--- src/rtl/dropout_stage.sv ---
// Dropout layer stage: LFSR-driven element drop with 1/(1-p) keep-scaling in training,
// pass-through otherwise. Three register stages give a fixed two-cycle accept-to-output latency.
module dropout_stage #(
  parameter int unsigned DATA_WIDTH  = 8,
  parameter int unsigned NUM_ELEMS   = 9,
  parameter logic [15:0] LFSR_SEED   = 16'hACE1,
  parameter logic [15:0] DROP_THRESH = 16'h4000,
  parameter int unsigned SCALE_Q     = 171
) (
  input  logic                  clk,
  input  logic                  rst,
  input  logic                  start,
  input  logic                  train_en,
  input  logic [DATA_WIDTH-1:0] in_data,
  input  logic                  in_valid,
  output logic [DATA_WIDTH-1:0] out_data,
  output logic                  out_valid,
  output logic                  out_drop,
  output logic                  done
);

  localparam int unsigned CNT_W  = $clog2(NUM_ELEMS + 1);
  localparam int unsigned PROD_W = DATA_WIDTH + 8;

  typedef enum logic [1:0] {IDLE, RUN, FLUSH, FINISH} state_t;

  state_t                state_reg, state_next;
  logic [CNT_W-1:0]      in_cnt_reg, out_cnt_reg;
  logic [15:0]           lfsr_reg;
  logic [15:0]           lfsr_next;
  logic                  accept, last_in, last_out, start_map;

  // Stage 1: captured element and its drop decision
  logic                  s1_valid_reg, s1_drop_reg, s1_train_reg;
  logic [DATA_WIDTH-1:0] s1_data_reg;
  // Stage 2: scaled product alongside the raw element
  logic                  s2_valid_reg, s2_drop_reg, s2_train_reg;
  logic [DATA_WIDTH-1:0] s2_data_reg;
  logic [PROD_W-1:0]     s2_scaled_reg;
  logic [PROD_W-1:0]     product;
  logic [DATA_WIDTH-1:0] result;

  logic                  out_valid_reg, out_drop_reg;
  logic [DATA_WIDTH-1:0] out_data_reg;

  assign accept    = (state_reg == RUN) && in_valid;
  assign last_in   = accept && (in_cnt_reg == CNT_W'(NUM_ELEMS - 1));
  assign last_out  = out_valid_reg && (out_cnt_reg == CNT_W'(NUM_ELEMS - 1));
  assign start_map = (state_reg == IDLE) && start;
  assign lfsr_next = {lfsr_reg[14:0], lfsr_reg[15] ^ lfsr_reg[13] ^ lfsr_reg[12] ^ lfsr_reg[10]};

  always_comb begin
    state_next = state_reg;
    case (state_reg)
      IDLE:    if (start)    state_next = RUN;
      RUN:     if (last_in)  state_next = FLUSH;
      FLUSH:   if (last_out) state_next = FINISH;
      FINISH:  if (!start)   state_next = IDLE;
      default: state_next = IDLE;
    endcase
  end

  always_ff @(posedge clk) begin
    if (rst) begin
      state_reg <= IDLE;
    end else begin
      state_reg <= state_next;
    end
  end

  always_ff @(posedge clk) begin
    if (rst) begin
      in_cnt_reg  <= '0;
      out_cnt_reg <= '0;
      lfsr_reg    <= LFSR_SEED;
    end else if (start_map) begin
      in_cnt_reg  <= '0;
      out_cnt_reg <= '0;
      lfsr_reg    <= LFSR_SEED;
    end else begin
      if (accept) begin
        in_cnt_reg <= in_cnt_reg + 1'b1;
      end
      // The sequence only moves in training so pass-through maps do not perturb it
      if (accept && train_en) begin
        lfsr_reg <= lfsr_next;
      end
      if (out_valid_reg) begin
        out_cnt_reg <= out_cnt_reg + 1'b1;
      end
    end
  end

  always_ff @(posedge clk) begin
    if (rst) begin
      s1_valid_reg <= 1'b0;
      s1_drop_reg  <= 1'b0;
      s1_train_reg <= 1'b0;
      s1_data_reg  <= '0;
    end else begin
      s1_valid_reg <= accept;
      if (accept) begin
        s1_data_reg  <= in_data;
        s1_train_reg <= train_en;
        s1_drop_reg  <= train_en && (lfsr_reg < DROP_THRESH);
      end
    end
  end

  assign product = PROD_W'(s1_data_reg) * PROD_W'(SCALE_Q);

  always_ff @(posedge clk) begin
    if (rst) begin
      s2_valid_reg  <= 1'b0;
      s2_drop_reg   <= 1'b0;
      s2_train_reg  <= 1'b0;
      s2_data_reg   <= '0;
      s2_scaled_reg <= '0;
    end else begin
      s2_valid_reg <= s1_valid_reg;
      if (s1_valid_reg) begin
        s2_data_reg   <= s1_data_reg;
        s2_drop_reg   <= s1_drop_reg;
        s2_train_reg  <= s1_train_reg;
        s2_scaled_reg <= product >> 7;
      end
    end
  end

  always_comb begin
    result = s2_scaled_reg[DATA_WIDTH-1:0];
    if (!s2_train_reg) begin
      result = s2_data_reg;
    end else if (s2_drop_reg) begin
      result = '0;
    end else if (|s2_scaled_reg[PROD_W-1:DATA_WIDTH]) begin
      result = '1;
    end
  end

  // Output registers only load on valid so out_data holds between elements
  always_ff @(posedge clk) begin
    if (rst) begin
      out_valid_reg <= 1'b0;
      out_drop_reg  <= 1'b0;
      out_data_reg  <= '0;
    end else begin
      out_valid_reg <= s2_valid_reg;
      if (s2_valid_reg) begin
        out_data_reg <= result;
        out_drop_reg <= s2_drop_reg;
      end
    end
  end

  assign out_data  = out_data_reg;
  assign out_valid = out_valid_reg;
  assign out_drop  = out_drop_reg;
  assign done      = (state_reg == FINISH);

endmodule

--- config.mk ---
export PLATFORM = sky130hd
export DESIGN_NAME = dropout_stage
export DESIGN_NICKNAME = d
export VERILOG_FILES = /design/src/rtl/dropout_stage.sv
export SDC_FILE = /design/constraint.sdc
export NUM_CORES = 1
export LEC_CHECK = 0
export CORE_ASPECT_RATIO = 0.75
export CORE_UTILIZATION = 59
export CTS_CLUSTER_DIAMETER = 60
export DETAILED_ROUTE_END_ITERATION = 7
export GPL_TIMING_DRIVEN = 0
export PLACE_DENSITY_LB_ADDON = 0.12
export SYNTH_ARGS = -nofsm -noshare
export SYNTH_HDL_FRONTEND = slang
export SYNTH_SLANG_ARGS = --single-unit
--- constraint.sdc ---
create_clock -name clk -period 6.4 [get_ports clk]
set_clock_uncertainty 0.05 [all_clocks]
set_input_delay 0.64 -clock clk [delete_from_list [all_inputs] [get_ports clk]]
set_output_delay 0.64 -clock clk [all_outputs]
set_load 0.05 [all_outputs]
**After elaboration in Yosys (flattened, before gate mapping)**

Index checks and enable logic that the tools add are counted.

- Output and inout bits: 11
- Register bits: 67
- Bits of input ports: 13
- Logic and storage cells: 49

- Multiply operators: 1
- Reduce and logical (&&, ||, !) cells: 9
- Mux-type cells: 8
- Bitwise gates (word level): 3
- Magnitude comparators: 1
- Add/sub/neg operators: 2
- Equal/unequal tests: 9

Operators by type and width:

| cell | number |
|---|---|
| 8-bit two-way mux | 3 |
| 16-bit by 15-bit less-than comparator with 1-bit output (second input constant) | 1 |
| 8-bit by 8-bit multiplier with 16-bit output (second input constant) | 1 |
| 4-bit by 1-bit adder with 4-bit output (second input constant) | 2 |
| 4-bit == test (second input constant) | 2 |
| 2-bit two-way mux | 4 |
| 2-bit != test (second input constant) | 4 |
| 2-bit case mux with 4 select lines | 1 |
| 1-bit logical AND | 6 |
| 2-bit == test (second input constant) | 2 |
| 4-bit AND reduction | 1 |
| 1-bit bitwise XOR | 3 |
| 2-bit by 1-bit == test with 1-bit output (second input constant) | 1 |
| 2-bit zero test | 1 |
| 2-bit OR reduction | 1 |

**Depth between registers and ports, before layout**

- Word-level depth: 5
- Gate-level depth with buffers: 13
- Mapped depth without buffers: 12

**Worst setup path after synthesis**

Ideal clock, no wire load.

- Path kind: flip-flop to flip-flop
- Start: reg s1_data_reg[1]
- End: reg s2_scaled_reg[5]
- Arrival time: 3,482 ps
- Setup time: 125 ps
- Setup slack: 2,743 ps
- Cell stages (with the launch flop): 13
- Period minus slack after synthesis: 3,657 ps
- Path buffers: 0
- Data required time: 6,225 ps
- Path through: dfxtp_1 ha_1 fa_1 fa_1 inv_1 fa_1 inv_1 ha_1 a211oi_1 o21bai_1 a221oi_2 xor2_1 o21ai_1

- Longest elaborated chain between the ends: 1

RTL lines:

| what | RTL line | source |
|---|---|---|
| start: declaration | 35 | `logic [DATA_WIDTH-1:0] s1_data_reg;` |
| start signal: assignment | 103 | `s1_data_reg <= in_data;` |
| 8-bit by 8-bit multiplier with 16-bit output | 110 | `assign product = PROD_W'(s1_data_reg) * PROD_W'(SCALE_Q);` |
| end signal: assignment | 125 | `s2_scaled_reg <= product >> 7;` |
| end: declaration | 39 | `logic [PROD_W-1:0] s2_scaled_reg;` |

No other way between the ends.
A chain may end at the register's enable or synchronous reset.

**Worst setup path in the final report**

- Start: reg s1_data_reg[3]
- End: reg s2_scaled_reg[5]

Same word-level chain as after synthesis.

==> run summary <==
Yosys warning count - 0
Clock transition at path regs - 0.07 ns
CTS H-tree depth - 3
Top post-synthesis cells by area - dfxtp_1, ha_1, fa_1
Postcts setup bufs - 0
Final Hold Fails - 0
Syn_nets - 528
CTS Buf Count - 9
Worst-case clock buffer depth - 2
Total number of vias - 3159
Antenna-violating nets left - 0
Buffers on Ports - 22
Total Wirelength - 8138 um
GR Overflow Total - 0
Initial antenna violation count - 0
Diode count - 0
Layout net count - 561
Vias/cell - 5.513
Worst Path Arrival - 4.26 ns
HPWL Detailed - 6248 um
Max Transition Viols Final - 0
Global-route wire length before repair - 13430 um
Placed insts - 557
Commonest non-fill, non-tap cell in the layout - dfxtp_1
GRT Total Usage - 25.81%
Met3 Use GR - 6.771%
Leakage - 1.932 nW
Int Power - 0.7347 mW
Finished Layout Cells - 573
Top-area cell type share of the netlist area - 34.04%
TritonRoute pass-1 iters - 5
Fin crit period - 4.077 ns
Largest net degree at the start of global routing - 14
CP Launch Type - flop
Sequential power share - 41.7%
Cell Rows - 25
Number of flip-flops in the largest register - 16
Seq/Total Area, Yosys - 34.04%
Clock Latency Late Sink - 0.35 ns
Reg-to-Reg Start - s1_data_reg[3]
Least-Margin Pin Slew - 0.6780 ns
Cell accounting for the most synthesized area - dfxtp_1
RSZ-0062 raised after global routing - no
PwrDens - 261.0 nW/um^2
Die width - 96.36 um
Register-to-Register Path Depth - 12
Initial Util - 61.75%
Post-synth EDFFs - 0
Fin util - 69.57%
Met2 Use GR - 36.64%
CP Capture Point - s2_scaled_reg[5]
R2R Setup Slk - 2.32 ns
Critical Path RT - 6.58 ns
Combinational power share - 31.6%
Die Area - 7012 um^2
Area Overhead vs Synth - 12.67%
Top-level port count - 24
Ys async rst share - 0%
TritonCTS clock tree - done
VDD IR-drop max - 0.0001606 V
Gr busiest metal - met1
Slew headroom - 54.80%
Hold WC Path Type - flop to flop
Max cap viols - 0
R2R Path End - s2_scaled_reg[5]
Drc violations - 0
Final setup viols - 0
Hold-fix buffers, CTS - 0
Main synth FF type - dfxtp_1
Sw power - 0.4242 mW
Flop and latch count out of synthesis - 67
Root Driver - clkbuf_8
Crit Path Class - flop to flop
Core ar. - 6381 um^2
TNS Setup - 0 ns
Mean Syn Cell Area - 8.678 um^2
Switching Share - 36.60%
Routability-driven placement congestion ratio - 0.8777
First DRT Iteration DRCs - 170
Number of global-route vias before repair - 2839
Synth Cell Area - 3940 um^2
Layout cells sized above 1 - 5.488%
# resized after CTS - 0
CTS Sinks - 67
Status - completed
Final period util - 63.71%
Setup crit end kind - flop
Cells after Synth - 454
Crit path max fanout - 6
Die Ht - 72.77 um
Netlist cell types - 53
F_max - 245.2 MHz
Clk pwr share - 26.8%
Worst Setup SP - s1_data_reg[3]
Commonest cells after routing, fill and taps aside - dfxtp_1, nand2_1, nor2_1, ha_1, inv_1
Grt met1 use - 37.22%
Routed len/inst - 14.20 um
power groups by stage:
stage	sequential [mW]	combinational [mW]	clock, mW
final	0.483	0.366	0.310
after CTS	0.483	0.367	0.317
after floorplan	0.493	0.266	0
after detailed placement	0.493	0.366	0
after global routing	0.487	0.414	0.334
after global placement	0.491	0.347	0
worst max-delay path, cell delays in order, from the launching register on:
cell	delay, ns
dfxtp_1	0.56
ha_1	0.34
fa_1	0.49
fa_1	0.51
inv_1	0.06
fa_1	0.53
inv_1	0.04
ha_1	0.34
a211oi_1	0.30
o21bai_1	0.16
a221oi_2	0.33
xor2_1	0.18
o21ai_1	0.07
how the worst min path moves through the flow:
stage / from / to / slack (ns) / cells past startpoint
5_1_grt: lfsr_reg[3] / lfsr_reg[4] / 0.42 / 2
6_report: lfsr_reg[0] / lfsr_reg[1] / 0.40 / 2
3_3_place_gp: lfsr_reg[8] / lfsr_reg[9] / 0.39 / 2
2_1_floorplan: s2_scaled_reg[2] / s2_scaled_reg[2] / 0.38 / 2
3_5_place_dp: lfsr_reg[0] / lfsr_reg[1] / 0.39 / 2
4_1_cts: s2_scaled_reg[5] / s2_scaled_reg[5] / 0.41 / 2
stage by stage:
step	instance area [um^2]	total power, mW	hold slack (ns)	worst slack (ns)
finish	4439	1.159	0.4042	2.323
CTS	4439	1.167	0.4083	2.348
global route	4439	1.236	0.4249	2.170
detailed placement	4262	0.8583	0.3937	2.366
global placement	4262	0.8379	0.3917	2.381
floorplan	3940	0.7591	0.3758	2.743
cell usage after synthesis (2+ instances only):
cell type and count:
a211o_1 4, a211oi_1 11, a21oi_1 23, a31oi_1 2, buf_1 2, buf_2 2
buf_4 2, buf_6 2, clkbuf_1 13, dfxtp_1 67, fa_1 12, ha_1 49
inv_1 41, mux2i_1 21, nand2_1 62, nand2b_1 3, nand3_1 13, nand4_1 6
nand4b_1 2, nor2_1 58, nor2b_1 2, nor3_1 6, nor3b_1 4, o21a_1 2
o21ai_0 7, or4_1 2, xnor2_1 5, xor2_1 6
cells by family (layout without fill, tap and decap cells):
| group | count (synthesis) | after routing | synth area share (%) |
|---|---|---|---|
| buffers and inverters | 62 | 100 | 6.542 |
| XOR/XNOR | 11 | 11 | 2.445 |
| flip-flops | 67 | 67 | 34.04 |
| AO/OA/AOI/OAI | 66 | 66 | 11.18 |
| AND/OR/NAND/NOR | 166 | 166 | 18.80 |
| multiplexers | 21 | 21 | 5.335 |
| adder cells (fa/ha/maj) | 61 | 61 | 21.66 |
layout make-up:
| class | count | area (um^2) |
|---|---|---|
| multi-input cells | 325 | 2341 |
| fillers | 547 | 1942 |
| flip-flops and latches | 67 | 1341 |
| repair buffers | 22 | 220.2 |
| inverters | 41 | 153.9 |
| clock buffers | 9 | 123.9 |
| plain buffers | 21 | 103.9 |
| well taps | 81 | 101.3 |
| clock inverters | 7 | 53.80 |
layer usage:
metal  vias up  wire [um]
met3        19        500
li1       1595          -
met4         0        169
met5         -          0
met1      1465       4079
met2        80       3389
Power figures use the tool's default switching activity.
